==> src/rtl/seq_divider.sv <==
// Iterative restoring unsigned divider: y_q = a / b, y_r = a % b, one quotient bit per clock.
// Ports: clk, rst_n (async active-low); start/a/b request; busy/done status;
//        y_q/y_r/div_by_zero results, held until the next completion.
module seq_divider #(
  parameter int W = 16
) (
  input  logic         clk,
  input  logic         rst_n,
  input  logic         start,
  input  logic [W-1:0] a,
  input  logic [W-1:0] b,
  output logic         busy,
  output logic         done,
  output logic [W-1:0] y_q,
  output logic [W-1:0] y_r,
  output logic         div_by_zero
);

  localparam int CW = $clog2(W + 1);

  typedef enum logic [1:0] {
    IDLE = 2'd0,
    RUN  = 2'd1,
    DONE = 2'd2
  } state_t;

  state_t         state_q, state_d;
  logic [CW-1:0]  cnt_q, cnt_d;
  logic [W-1:0]   rem_q, rem_d;     // partial remainder, always < divisor
  logic [W-1:0]   dvd_q, dvd_d;     // dividend shifting out, quotient shifting in
  logic [W-1:0]   dsr_q, dsr_d;     // latched divisor
  logic           zero_q, zero_d;   // latched divisor was zero
  logic           busy_q, busy_d;
  logic [W-1:0]   quo_q, quo_d;
  logic [W-1:0]   rmd_q, rmd_d;
  logic           dbz_q, dbz_d;

  // One restoring step: shifted partial remainder is W+1 bits wide, so the
  // trial compare never overflows; the subtraction result fits in W bits
  // whenever it is kept because it is then below the divisor.
  logic [W:0]     shifted;
  logic           trial_ok;
  logic [W-1:0]   trial;

  assign shifted  = {rem_q, dvd_q[W-1]};
  assign trial_ok = (shifted >= {1'b0, dsr_q});
  assign trial    = shifted[W-1:0] - dsr_q;

  always_comb begin
    state_d = state_q;
    cnt_d   = cnt_q;
    rem_d   = rem_q;
    dvd_d   = dvd_q;
    dsr_d   = dsr_q;
    zero_d  = zero_q;
    quo_d   = quo_q;
    rmd_d   = rmd_q;
    dbz_d   = dbz_q;

    unique case (state_q)
      IDLE: begin
        if (start) begin
          dsr_d   = b;
          zero_d  = (b == '0);
          dvd_d   = a;
          rem_d   = '0;
          cnt_d   = '0;
          state_d = RUN;
        end
      end
      RUN: begin
        if (zero_q) begin
          // Zero divisor: no iteration, report saturated quotient.
          quo_d   = '1;
          rmd_d   = dvd_q;
          dbz_d   = 1'b1;
          state_d = DONE;
        end else if (cnt_q == CW'(W)) begin
          // All W quotient bits are in; this edge publishes them.
          quo_d   = dvd_q;
          rmd_d   = rem_q;
          dbz_d   = 1'b0;
          state_d = DONE;
        end else begin
          rem_d = trial_ok ? trial : shifted[W-1:0];
          dvd_d = {dvd_q[W-2:0], trial_ok};
          cnt_d = cnt_q + CW'(1);
        end
      end
      DONE: begin
        state_d = IDLE;
      end
      default: begin
        state_d = IDLE;
      end
    endcase

    // busy covers only the iterating cycles: not the load cycle after
    // acceptance and not the publishing edge.
    busy_d = (state_q == RUN) && (state_d == RUN);
  end

  always_ff @(posedge clk or negedge rst_n) begin
    if (!rst_n) begin
      state_q <= IDLE;
      cnt_q   <= '0;
      rem_q   <= '0;
      dvd_q   <= '0;
      dsr_q   <= '0;
      zero_q  <= 1'b0;
      busy_q  <= 1'b0;
      quo_q   <= '0;
      rmd_q   <= '0;
      dbz_q   <= 1'b0;
    end else begin
      state_q <= state_d;
      cnt_q   <= cnt_d;
      rem_q   <= rem_d;
      dvd_q   <= dvd_d;
      dsr_q   <= dsr_d;
      zero_q  <= zero_d;
      busy_q  <= busy_d;
      quo_q   <= quo_d;
      rmd_q   <= rmd_d;
      dbz_q   <= dbz_d;
    end
  end

  assign busy        = busy_q;
  assign done        = (state_q == DONE);
  assign y_q         = quo_q;
  assign y_r         = rmd_q;
  assign div_by_zero = dbz_q;

endmodule

==> config.mk <==
export PLATFORM = sky130hd
export DESIGN_NAME = seq_divider
export DESIGN_NICKNAME = d
export VERILOG_FILES = /design/src/rtl/seq_divider.sv
export SDC_FILE = /design/constraint.sdc
export NUM_CORES = 1
export LEC_CHECK = 0
export CORE_MARGIN = 5
export CORE_UTILIZATION = 49
export DETAILED_ROUTE_END_ITERATION = 16
export PLACE_DENSITY = 0.76
export SYNTH_ARGS = -nofsm -noshare
export SYNTH_HDL_FRONTEND = slang
export SYNTH_SLANG_ARGS = --single-unit
export TNS_END_PERCENT = 20
==> constraint.sdc <==
create_clock -name clk -period 2.5 [get_ports clk]
set_input_delay 0.5 -clock clk [delete_from_list [all_inputs] [get_ports clk]]
set_output_delay 0.5 -clock clk [all_outputs]
set_load 0.01 [all_outputs]
==> Word level (Yosys, flattened, before mapping) <==
Index checks and enable logic that the tools add are counted.
{ "totals": {"reg_bits": 90, "inputBits": 35, "output_inout_bits": 35, "elab_cells": 51} }
{ "classes": {"addsub": 2, "n_lt_le_gt_ge": 1, "eq_ne": 7, "mux": 23, "n_reduce_logical": 8} }
{ "op_table": {"columns": ["operator", "count"], "rows": [
  ["two-way mux 16 bit", 11],
  ["case mux 16 bit (2 select lines)", 2],
  [">= comparator 17 x 16 -> 1 bit", 1],
  ["zero test 16 bit", 1],
  ["subtractor 16 bit", 1],
  ["two-way mux 5 bit", 3],
  ["case mux 5 bit (2 select lines)", 1],
  ["two-way mux 2 bit", 3],
  ["inequality test 2 bit (second input constant)", 3],
  ["adder 5 x 1 -> 5 bit (second input constant)", 1],
  ["== test 5 bit (second input constant)", 1],
  ["== test 2 x 1 -> 1 bit (second input constant)", 2],
  ["case mux 2 bit (2 select lines)", 1],
  ["AND reduction 2 bit", 2],
  ["AND reduction 4 bit", 1],
  ["nonzero test 2 bit", 2],
  ["== test 2 bit (second input constant)", 1],
  ["zero test 2 bit", 1],
  ["two-way mux 1 bit", 2],
  ["logical AND 1 bit", 1]
]} }

==> Logic depth before layout (Yosys ltp) <==
Gate-level depths: netlist of run 1.
{ "logic_depth": {"word_depth": 6, "ltp_mapped": 11, "depth_no_buf": 10} }

==> Least setup slack after synthesis of run 1 <==
OpenSTA, ideal clock, no wires.
{ "synth_path": {"path_type": "flip-flop to flip-flop", "from": "reg rem_q[3]", "to": "reg rem_q[12]", "setup_time_ns": 0.120, "arrival_time_ns": 2.243, "required_time_ns": 2.380, "path_slack_ns": 0.137, "path_stages_with_launch": 10, "path_buffers": 3, "period_less_slack_ns": 2.363, "path_cell_list": "dfrtp_1 ha_1 a21o_1 o21a_1 o31a_1 buf_6 or2_1 buf_6 buf_6 a31o_1"} }
{ "synth_via": {"elab_chain_len": 5, "word_cells_on_any_way": 6, "cone_classes": "add/sub: 1; order compare: 1; mux: 4"} }
{ "synth_lines": {"columns": ["element", "line", "rtl"], "rows": [
  ["start, declared", "29", "logic [W-1:0] rem_q, rem_d;"],
  ["start signal, assigned", "118", "rem_q <= rem_d;"],
  ["subtractor 16 bit or >= comparator 17 x 16 -> 1 bit (tied branches)", "47, 46", null],
  ["two-way mux 16 bit (*)", "85", "rem_d = trial_ok ? trial : shifted[W-1:0];"],
  ["two-way mux 16 bit (*)", "78", "end else if (cnt_q == CW'(W)) begin"],
  ["two-way mux 16 bit (*)", "72", "if (zero_q) begin"],
  ["case mux 16 bit (2 select lines) (*)", "60", "unique case (state_q)"]
]} }
Mark *: on every way between the ends. The rest lies on a longest branch, timed or not. The select of a mux whose other input is x is not followed.
A chain may end at the register's enable or synchronous reset.

==> Worst setup path after layout of run 1 <==
{ "layout_path": {"from": "reg rem_q[9]", "to": "reg rem_q[9]"} }
{ "layout_via": {"elab_chain_len": 5} }
{ "layout_lines": {"columns": ["element", "line", "rtl"], "rows": [
  [">= comparator 17 x 16 -> 1 bit", "46", "assign trial_ok = (shifted >= {1'b0, dsr_q});"],
  ["two-way mux 16 bit", "85", null],
  ["two-way mux 16 bit", "78", null],
  ["two-way mux 16 bit", "72", null],
  ["case mux 16 bit (2 select lines)", "60", null]
]} }
Every way passes these cells. The select of a mux whose other input is x is not followed.

==> flow_summary.ini, run 1 <==
[cells_and_area]
fin_nets = 671
area_growth_pct = 23.23
diodes = 0
seq_area_um2 = 2252
fillers = 821
multi_input_area_um2 = 2369
drive_gt1_frac = 0.09164

[critical_path]
required_ns = 2.75
worstPathArrival_ns = 2.61
reg2reg_from = rem_q[9]
startpoint_type = register
r2r_slack_ns = 0.14
path_class = reg2reg
crit_path_end_kind = register
r2r_cells = 7
r2r_end = rem_q[9]
critPathMaxFanout = 14

[timing]
max_freq_ghz = 0.4242
min_period_over_period = 0.9429
hold_viol_final = 0
slew_violations = 0
finalSetupViolCount = 0
max-slew-margin-rel = 0.6045
layout_setup_ws_ns = 0.1429
worst_pin_slew_ns = 0.5932
clock_skew_ns = 0.01343
rsz0062_at_grt = no
min_period_ns = 2.357
finalSetupTns_ns = 0

[synth]
synth.most_common_cell = nand2_1
ys_warn_count = 0
async_flop_share = 1.000
synth_commonest_cells = nand2_1, dfrtp_1, o21ai_0
synth_top_area_cell = dfrtp_1
ys_seq_area_frac = 0.4657
synth-edff-count = 0
syn_inst = 542
syn_area_um2 = 4836
synth.avg_cell_area_um2 = 8.922
yosys.cell_types.count = 56
synth.top_cell.area_share = 0.4657
ys.flop_type = dfrtp_1
synth-seq-cells = 90
syn_nets = 596
synth_area_leaders = dfrtp_1, nand2_1, ha_1

[hold_path]
hold_class = in2async

[floorplan]
core_um2 = 9684
die_w_um = 109.3
die_y_um = 109.3
rows = 36
die_area_um2 = 11960
start_util = 0.4994
io_pins = 70

[power_and_ir_drop]
power.switching_uw = 4159
peakVddDrop_mv = 0.5795
clkPwrFrac = 0.100
p_per_area_nw_per_um2 = 1572
p_leak_uw = 0.002622
p_int_uw = 5207
seq_power_share = 0.293
p_comb_frac = 0.607
switching_share = 0.4440

[placed_design]
dpl.hpwl_um = 9150
pre_cts_ws_ns = 0.001503
place_congestion = 0.8483
portBuffers = 69

[cts]
cts_tree = built
clock-sinks = 90
root_buffer = clkbuf_8
clkLatencyLatePin_ns = 0.37
cts_made_buffers = 9
clkTransAtPathRegs_ns = 0.09
htreeDepth = 3
cts_setup_buffers = 0
cts_buffer_depth = 2

[global_routing]
grt_pass1_wl_um = 20250
grt_max_degree = 47
track_usage = 0.2154
overflow = 0
antenna_found_initial = 0
grt_pass1_vias = 4145

[detailed_routing]
avgViaCountPerCell = 5.656
routed_wirelength_um = 12020
remaining_drc_errors = 0
first_pass_iters = 4
wl_per_cell_um = 15.92
vias = 4270
final_antenna_net_count = 0
initialDrtViolationCount = 270

[flow_run]
drv_cap = 0

[outcome]
status = finished clean
-- per-stage QoR --
stage / power (uW) / instance area, um^2 / utilization / hold slack, ns / cells
2_1_floorplan: 6520 / 4836 / - / 0.2044 / 542
3_3_place_gp: 8100 / 5767 / 0.5955 / 0.4626 / 739
3_5_place_dp: 8357 / 5767 / 0.5955 / 0.4738 / 739
4_1_cts: 9317 / 5948 / 0.6142 / 0.1379 / 755
5_1_grt: 10210 / 5959 / 0.6154 / 0.1635 / 755
6_report: 9366 / 5959 / 0.6154 / 0.1203 / 755
-- worst max-delay path, stage by stage (launching register included) --
cell	delay, ns
dfrtp_1	0.43
ha_1	0.39
a21oi_1	0.26
o21ai_2	0.14
o211a_1	0.24
o31a_1	0.12
or2_4	0.34
a311o_1	0.33
-- timing repair --
item / 4_1_cts / 5_1_grt
resized for setup: 1 / 3
hold buffers: 0 / 0
pin swaps: 0 / 1
endpoints found under the setup margin: 5 / 10
-- sequential cells by signal, summed over array words and instances, names as in the netlist --
register     cells
busy             1
cnt_q            5
div_by_zero      1
dsr_q           16
dvd_q           16
rem_q           16
state_q          2
y_q             16
y_r             16
zero_q           1
-- power groups by stage --
stage	clock network, uW	logic (uW)	registers [uW]
floorplan	0	3800	2720
global placement	0	5370	2730
detailed placement	0	5580	2770
CTS	954	5620	2740
global route	1010	6360	2840
finish	940	5680	2740
-- metal layers --
metal | vias to the layer above | part of all wire | global-route usage
li1 | 2040 | - | -
met1 | 2059 | 0.45 | 0.3013
met2 | 153 | 0.46 | 0.3452
met3 | 18 | 0.067 | 0.03876
met4 | 0 | 0.020 | 0.06144
met5 | - | 0 | 0
-- kinds of logic (layout without fill, tap and decap cells) --
| group | count (synthesis) | in the layout | synth area share |
|---|---|---|---|
| AO/OA/AOI/OAI | 124 | 124 | 0.1710 |
| XOR/XNOR | 13 | 13 | 0.02354 |
| adder cells (fa/ha/maj) | 19 | 19 | 0.05071 |
| buffers and inverters | 54 | 134 | 0.04864 |
| flip-flops | 90 | 90 | 0.4657 |
| multiplexers | 19 | 19 | 0.03959 |
| AND/OR/NAND/NOR | 223 | 223 | 0.2008 |
-- cells in the final DEF (no fill, tap or decap), types with 4 or more instances in the layout --
master | Yosys | routed
a21oi_1 | 11 | 11
xnor2_1 | 5 | 5
nor2_1 | 31 | 31
nand4_1 | 6 | 6
nor4_1 | 6 | 6
dfrtp_1 | 90 | 90
ha_1 | 18 | 18
a31o_1 | 5 | 5
buf_4 | 0 | 24
a31oi_1 | 15 | 15
a211oi_1 | 5 | 4
clkbuf_8 | 0 | 11
o211ai_2 | 6 | 6
mux2i_1 | 18 | 18
nand3_1 | 16 | 16
nand2_1 | 134 | 134
xor2_1 | 8 | 8
nor3_1 | 6 | 6
o211ai_1 | 7 | 7
o21ai_0 | 42 | 42
inv_1 | 22 | 22
nand2b_1 | 4 | 4
clkdlybuf4s50_1 | 0 | 68
nor2b_1 | 4 | 4
o21ai_1 | 8 | 6
-- worst max path at each step --
| stage | start | to | slack, ns | depth (start not counted) |
|---|---|---|---|---|
| finish | rem_q[9] | rem_q[9] | 0.14 | 7 |
| global route | dvd_q[15] | rem_q[12] | 0.004 | 9 |
| CTS | rem_q[9] | rem_q[9] | 0.01 | 7 |
| detailed placement | rem_q[9] | rem_q[9] | 0.002 | 7 |
| global placement | rem_q[3] | rem_q[9] | 0.08 | 6 |
| floorplan | rem_q[3] | rem_q[12] | 0.14 | 9 |
-- final cells by class --
type	instances	share of cell area
Timing Repair Buffer	94	0.1512
Clock buffer	12	0.02603
Tap cell	133	0.02792
Multi-Input combinational cell	398	0.3974
Inverter	24	0.01512
Sequential cell	90	0.3779
Clock inverter	4	0.004409
Power figures use the tool's default switching activity.
==> inputs of run 2 (changes only) <==
Settings changed: ABC_AREA from default to 0.
==> results of run 2 <==
Final layout, timing and power as in run 1 (identical DEF).
==> inputs of run 3 (changes only) <==
Settings changed: ABC_AREA 0 to 1, CORE_UTILIZATION 49 to 50, PLACE_DENSITY 0.76 to 0.77.
==> run 3 against run 2 <==
Compared with the run above: combinational power is 7.4% higher; routed wire length increased by 8.9%; design area rose by 3.5%; global-route usage is 0.44 points higher; fmax rose by 5.2%; clock-buffer cell count is 2 lower; worst hold slack got worse by 0.019 ns; synthesized area is 6.3% higher.
==> flow_summary.ini, run 3 <==
[timing]
rsz0062_at_grt = no
min_period_over_period = 0.8959
max-slew-margin-rel = 0.5562
min_period_ns = 2.240
hold_viol_final = 0
finalSetupViolCount = 0
clock_skew_ns = 0.01475
finalSetupTns_ns = 0
slew_violations = 0
worst_pin_slew_ns = 0.6597
max_freq_ghz = 0.4465

[critical_path]
cpPeakStageDelay_ns = 0.44
path_class = reg2reg
critPathMaxFanout = 17
worstPathArrival_ns = 2.51
endpoint = rem_q[2]
reg2reg_from = rem_q[11]
r2r_slack_ns = 0.26
slowest_stage = dfrtp_1
r2r_end = rem_q[2]
crit_chain = ha_1, nand2_2, inv_1, nand2_1, nand2_1, nand2_1, nand2_1, nor2_4, nand2_4, nand2_1, nand3_1, o21ai_0
cp_num_buf_inv = 1
crit_path_end_kind = register
r2r_cells = 12
cp_common_cell = nand2_1
critPathTopFamily = simple AND/OR/NAND/NOR gates
startpoint_type = register
required_ns = 2.77
setup.worst_path.start = rem_q[11]
cp.depth = 12

[cells_and_area]
post-route-util = 0.6054
drive_gt1_frac = 0.06961
fin_nets = 796
layout_common_cells = nand2_1, dfrtp_1, inv_1
area_growth_pct = 19.99
diodes = 0
layout_commonest_cell = nand2_1

[power_and_ir_drop]
peakVddDrop_mv = 0.6783
switching_share = 0.4848
power.switching_uw = 4803
clkPwrFrac = 0.104
power_uw = 9907
seq_power_share = 0.280
p_comb_frac = 0.615
p_leak_uw = 0.002997
p_int_uw = 5104
p_per_area_nw_per_um2 = 1607

[detailed_routing]
routed_wirelength_um = 13080
initialDrtViolationCount = 269
avgViaCountPerCell = 5.315
first_pass_iters = 5
vias = 4693
remaining_drc_errors = 0
wl_per_cell_um = 14.82
final_antenna_net_count = 0

[floorplan]
core_um2 = 10180
die_area_um2 = 12400
io_pins = 70
die_w_um = 111.4
rows = 37
start_util = 0.5045
die_y_um = 111.4

[synth]
ys_warn_count = 0
synth_commonest_cells = nand2_1, dfrtp_1, inv_1
yosys.cell_types.count = 38
ys.flop_type = dfrtp_1
synth_top_area_cell = dfrtp_1
ys_seq_area_frac = 0.4383
async_flop_share = 1.000
synth.most_common_cell = nand2_1
synth-seq-cells = 90
synth_area_leaders = dfrtp_1, nand2_1, inv_1
synth.top_cell.area_share = 0.4383
syn_nets = 730
syn_area_um2 = 5139
synth.avg_cell_area_um2 = 7.602
synth-edff-count = 0
syn_inst = 676

[placed_design]
place_congestion = 0.9204
portBuffers = 69
dpl.hpwl_um = 10020

[cts]
clock-sinks = 90
cts_resized = 0
hold_buffers = 0
clkTransAtPathRegs_ns = 0.10
cts_made_buffers = 9
root_buffer = clkbuf_8
cts_tree = built
cts_setup_buffers = 0
clkLatencyLatePin_ns = 0.36
cts_buffer_depth = 2
htreeDepth = 3

[outcome]
status = finished clean

[global_routing]
track_usage = 0.2198
grt_pass1_wl_um = 22350
antenna_found_initial = 0
grt_pass1_vias = 4657
grt_max_degree = 55
overflow = 0

[hold_path]
hold_class = in2async

[flow_run]
drv_cap = 0
## run 3: changes by cell type after synthesis, moves of 7 or more
cell,previous run,this run
o211ai_1,7,15
inv_1,22,82
a31oi_1,15,31
nand3_1,16,44
nor2_1,31,49
nand2_1,134,212
mux2i_1,18,0
clkbuf_1,19,12
o21ai_1,8,1
## run 3: power by group through the flow
stage | clock, uW | combinational [uW] | sequential (uW)
floorplan | 0 | 4280 | 2750
global placement | 0 | 5930 | 2760
detailed placement | 0 | 6050 | 2800
CTS | 1040 | 6090 | 2780
global route | 1110 | 6950 | 2870
finish | 1030 | 6100 | 2780
## run 3: area by class of cell
class / count / area (um^2)
fill: 951 / 4019
sequential: 90 / 2252
timing repair buffer: 80 / 795.8
inverter: 86 / 322.8
tap: 136 / 170.2
clock inverter: 6 / 72.57
multi-input combinational: 475 / 2425
clock buffer: 10 / 127.6
## run 3: per-layer routing
layer  part of all wire  track usage  vias to the layer above
met5                  0            0                        -
met4              0.024      0.07867                        0
met3              0.048      0.03641                       24
met2               0.49       0.3647                      140
met1               0.44       0.2924                     2209
li1                   -            -                     2320
## run 3: worst min path at each step
stage,depth (start not counted),slack (ns),from,to
after global routing,1,0.13,rst_n,dsr_q[6]
after CTS,1,0.11,rst_n,dsr_q[6]
final,1,0.10,rst_n,dsr_q[6]
after floorplan,0,0.20,rst_n,busy
after detailed placement,2,0.49,dsr_q[9],dsr_q[9]
after global placement,1,0.47,cnt_q[3],cnt_q[3]
## run 3: stage by stage
stage | cells | area, um^2 | hold WS (ns) | setup WS (ns)
final | 883 | 6166 | 0.1009 | 0.2603
after detailed placement | 867 | 5966 | 0.4870 | 0.3353
after global placement | 867 | 5966 | 0.4699 | 0.3796
after floorplan | 676 | 5139 | 0.2044 | 0.7158
after CTS | 883 | 6166 | 0.1123 | 0.2741
after global routing | 883 | 6166 | 0.1259 | 0.02165
## run 3: cells by family (layout without fill, tap and decap cells)
group	Yosys count	count (layout)	synth area share
AND/OR/NAND/NOR	346	346	0.2961
adder cells (fa/ha/maj)	19	19	0.04772
XOR/XNOR	6	6	0.01023
AO/OA/AOI/OAI	104	104	0.1178
flip-flops	90	90	0.4383
buffers and inverters	111	182	0.08984
## run 3: worst register-to-register path, delay by kind of cell, from the launching register on
kind                     cells  cell delay, ns
adder cells (fa/ha/maj)      1            0.40
flip-flops                   1            0.44
AND/OR/NAND/NOR              9            1.19
buffers and inverters        1            0.05
AO/OA/AOI/OAI                1            0.10
==> variant 1: new RTL, settings of run 1 <==
Change the parameter `W` from 16 to 8.
--- a/src/rtl/seq_divider.sv
+++ b/src/rtl/seq_divider.sv
@@ -2,7 +2,7 @@
 // Ports: clk, rst_n (async active-low); start/a/b request; busy/done status;
 //        y_q/y_r/div_by_zero results, held until the next completion.
 module seq_divider #(
-  parameter int W = 16
+  parameter int W = 8
 ) (
   input  logic         clk,
   input  logic         rst_n,
Ports: changed (resized a, b, y_q and y_r); port bits go from 70 to 38. No check against the original RTL was run, so the function may have changed too.
==> variant 1 against run 1 <==
Via count is 53% lower; area after synthesis down 48%; sequential share of layout area increased by 2.3 points; design area decreased by 49%; routed wire length fell by 54%; highest routed layer unchanged; critical path type unchanged; critical path depth is 1 lower; power is 54% lower; worst hold slack better by 0.10 ns; global-route usage fell by 3.7 points; sequential power fell by 47%; combinational power down 58%; sequential cell count down 41; worst setup slack improved by 0.22 ns.
==> variant 1: results (changes against run 1) <==
set qor(status) {completed}
set qor(skew_ns) 0.01477 ;# +0.001336 ns
set qor(sequential_to_total_area_share_from_yosys_stat_pct) 48.51 ;# +1.9 points
set qor(antenna-diode-count) 0 ;# unchanged
set qor(clk_pin_slew_ns) 0.10
set qor(first_pass_grt_wire_length_um) 9170 ;# -55%
set qor(arrival_ns) 2.32 ;# -0.29 ns
set qor(synthesis.instances) 267 ;# -51%
set qor(drt_pass1_iterations) 4 ;# unchanged
set qor(wl_per_cell_um) 14.43 ;# -9.3%
set qor(clock_path_buffers) 2 ;# unchanged
set qor(detail_route.vias_per_cell) 5.274 ;# -6.7%
set qor(regToRegSetupSlack_ns) 0.36 ;# +0.22 ns
set qor(first_global_vias) 1952 ;# -53%
set qor(gp_routability_congestion) 0.8797 ;# +3.7%
set qor(clk_latency_ns) 0.31 ;# -0.06 ns
set qor(grt_start_max_net_pins) 31 ;# -34%
set qor(synth_warnings) 0 ;# unchanged
set qor(clock_tree.htree_level_count) 2 ;# -1
set qor(min-delay-path-class) {in -> async}
set qor(worstMarginPinSlew_ns) 0.6856 ;# +0.09244 ns
set qor(clockRootBuffer) {clkbuf_8}
set qor(cts_buffers) 5 ;# -4
set qor(finish.net_count) 338 ;# -50%
set qor(synth.top_cells.by_area) {dfrtp_1 49%, nand2_1 8.0%, mux2i_1 7.9%}
set qor(synth_commonest_cells) {54 x nand2_1, 49 x dfrtp_1, 22 x nand3_1}
set qor(critPathMaxStageDelay_ns) 0.44
set qor(port_buffers) 37 ;# -46%
set qor(route.antenna.remaining_nets) 0 ;# unchanged
set qor(synth_fp_nets) 297 ;# -50%
set qor(final_layout_size_suffix_gt1_share_pct) 7.120 ;# -2.0 points
set qor(synth_cell_types) 36 ;# -36%
set qor(placed_cells) 371 ;# -50%
set qor(worst_setup_path_startpoint) {rem_q[3]}
set qor(timing.critical_path.fanout_max) 16 ;# +2
set qor(crit_family) {compound AO/OA/AOI/OAI gates}
set qor(drt-initial-drc-count) 74 ;# -73%
set qor(layout.filler_cells) 457 ;# -44%
set qor(worst_ir_drop_vdd_v) 0.0005583 ;# -3.7%
set qor(critPathSlowestCell) {dfrtp_1}
set qor(leakage_nw) 1.376 ;# -48%
set qor(number_of_antenna_violations_at_the_first_check_in_global_routing) 0 ;# unchanged
set qor(post-cts-setup-buffers) 0 ;# unchanged
set qor(synthArstFlopShare_pct) 100.0 ;# unchanged
set qor(groute.usage.overall_pct) 17.86 ;# -3.7 points
set qor(dp_hpwl_um) 4150 ;# -55%
set qor(instances_no_fill) 379 ;# -50%
[variant 1: logic make-up (layout without fill, tap and decap cells)]
family                   count (synthesis)  in the layout  share of synthesized area (%)
AO/OA/AOI/OAI                           51             51                          11.49
adder cells (fa/ha/maj)                 11             11                          5.743
buffers and inverters                   24             66                          4.752
multiplexers                            20             20                          7.921
flip-flops                              49             49                          48.52
XOR/XNOR                                 4              4                          1.386
AND/OR/NAND/NOR                        108            108                          20.20
[variant 1: worst reg2reg max path, cell delays in order, from the launching register on]
cell and delay (ns):
dfrtp_1 0.44, ha_1 0.38, a21oi_1 0.24, o221ai_1 0.19
a21oi_4 0.43, mux2i_1 0.26, o21ai_1 0.09
[variant 1: metal layers]
| metal | vias up | share of wire, % | global-route usage (%) |
|---|---|---|---|
| met5 | - | 0 | 0 |
| met4 | 0 | 1.4 | 4.651 |
| met3 | 8 | 6.6 | 3.618 |
| met2 | 64 | 48 | 30.45 |
| met1 | 940 | 44 | 23.09 |
| li1 | 987 | - | - |
[variant 1: final timing paths]
kind | end | cells after the start
worst max-delay path | rem_q[3] | 6
min in group clk | div_by_zero | 2
worst max register to register | rem_q[3] | 6
worst min-delay path | y_r[5] | 1
max in group asynchronous | y_q[0] | 2
worst min register to register | div_by_zero | 2
[variant 1: layout make-up]
type	count	share of cell area, %
multi-input cells	194	38.80
flip-flops and latches	49	40.11
well taps	70	2.865
repair buffers	43	13.43
clock buffers	6	2.374
inverters	15	1.924
clock inverters	2	0.4912
[variant 1: stage by stage]
stage | area [sq um] | hold slack, ns | power [mW] | worst slack (ns)
2_1_floorplan | 2527 | 0.2044 | 3.149 | 0.6658
3_3_place_gp | 2964 | 0.4628 | 3.696 | 0.2984
3_5_place_dp | 2964 | 0.4635 | 3.811 | 0.2907
4_1_cts | 3052 | 0.2498 | 4.281 | 0.2558
5_1_grt | 3057 | 0.2688 | 4.659 | 0.2446
6_report | 3057 | 0.2199 | 4.274 | 0.3612
[variant 1: where the power goes]
group	switching (mW)	total, mW	leakage (nW)	internal [mW]
clock network	0.269	0.466	0.0374	0.198
logic	1.30	2.37	0.724	1.07
registers	0.273	1.44	0.615	1.17
[variant 1: timing repair]
item | 4_1_cts | 5_1_grt
hold buffers | 0 | 0
resized for setup | 0 | 1
endpoints found under the setup margin | 0 | 1
==> variant 2: new RTL, config.mk and constraints of run 1 <==
Made on the original files. Re-encode `state_t` (3 states) as one-hot, 3 bits wide.
--- a/src/rtl/seq_divider.sv
+++ b/src/rtl/seq_divider.sv
@@ -18,10 +18,10 @@
 
   localparam int CW = $clog2(W + 1);
 
-  typedef enum logic [1:0] {
-    IDLE = 2'd0,
-    RUN  = 2'd1,
-    DONE = 2'd2
+  typedef enum logic [2:0] {
+    IDLE = 3'b001,
+    RUN  = 3'b010,
+    DONE = 3'b100
   } state_t;
 
   state_t         state_q, state_d;
Behaviour: same outputs for any inputs over 10 cycles, from zero or initial values and one cycle with rst_n low; not proved beyond that.
==> variant 2 against run 1 <==
Non-clock buffer count grew 2; worst setup slack got worse by 0.015 ns; design area rose by 0.21%; synthesized cell count down 1.7%; sequential share of layout area up 0.36 points; sequential cell count is 1 higher; clock skew fell by 0.0070 ns; global-route usage fell by 1.2 points; power fell by 26%; routed wire length decreased by 3.9%; area after synthesis is essentially flat.
==> variant 2: results (changes against run 1) <==
set qor(status) {completed}
set qor(dp_hpwl_um) 8692 ;# -5.0%
set qor(synthToLayoutAreaGrowth_pct) 23.52
set qor(timing.critical_path.fanout_max) 7 ;# -7
set qor(drt_pass1_iterations) 5 ;# +1
set qor(r2r_cells) 8 ;# +1
set qor(leakage_nw) 2.682 ;# +2.3%
set qor(cts.repair.resized) 0 ;# -1
set qor(grtUsageMet1_pct) 28.80 ;# -1.3 points
set qor(timing.hold.ws_ns) 0.1069 ;# -0.01346 ns
set qor(dr_wl_met2_um) 5363 ;# -3.1%
set qor(synth_fp_nets) 587 ;# -1.5%
set qor(skew_ns) 0.006444 ;# -0.006987 ns
set qor(first_pass_grt_wire_length_um) 19310 ;# -4.7%
set qor(placed_cells) 732 ;# -0.95%
set qor(met3_usage_pct) 2.408 ;# -1.5 points
set qor(worstMarginPinSlew_ns) 0.6195 ;# +0.02630 ns
set qor(nClkBuffers) 11 ;# -1
set qor(layout.comb_gates.multi_input) 387 ;# -2.8%
set qor(layout.filler_cells) 792 ;# -3.5%
set qor(route.met3.wl_um) 666 ;# -17%
set qor(setup.worst_path.end) {rem_q[2]}
set qor(synthesis.instances) 533 ;# -1.7%
set qor(finish.net_count) 664 ;# -1.0%
set qor(sequential_to_total_area_share_from_yosys_stat_pct) 47.13 ;# +0.56 points
set qor(synth.ff_latch_count) 91 ;# +1.1%
set qor(synth.top_cells.by_area) {dfrtp_1 47%, nand2_1 10%, ha_1 4.7%}
set qor(worst_ir_drop_vdd_v) 0.0005797 ;# about the same
## variant 2: cell types whose count changed in the layout (fill, tap and decap cells not counted), moves of 9 or more
cell and change:
a31oi_1 -13, nor2_1 -15, a22oi_1 +15, o211ai_1 +9, nand3_1 +13
## variant 2: kinds of logic (layout without fill, tap and decap cells)
family	Yosys count	in the layout	synth area share (%)
AND/OR/NAND/NOR	213	213	19.31
adder cells (fa/ha/maj)	19	19	5.073
buffers and inverters	55	137	5.098
flip-flops	91	91	47.13
multiplexers	17	17	3.520
AO/OA/AOI/OAI	127	127	17.88
XOR/XNOR	11	11	1.993
## variant 2: where the power goes
| group | leakage [nW] | total, mW | internal [mW] | switching (mW) |
|---|---|---|---|---|
| logic | 1.38 | 3.59 | 1.58 | 2.01 |
| clock network | 0.0901 | 0.997 | 0.468 | 0.528 |
| registers | 1.21 | 2.32 | 1.91 | 0.404 |
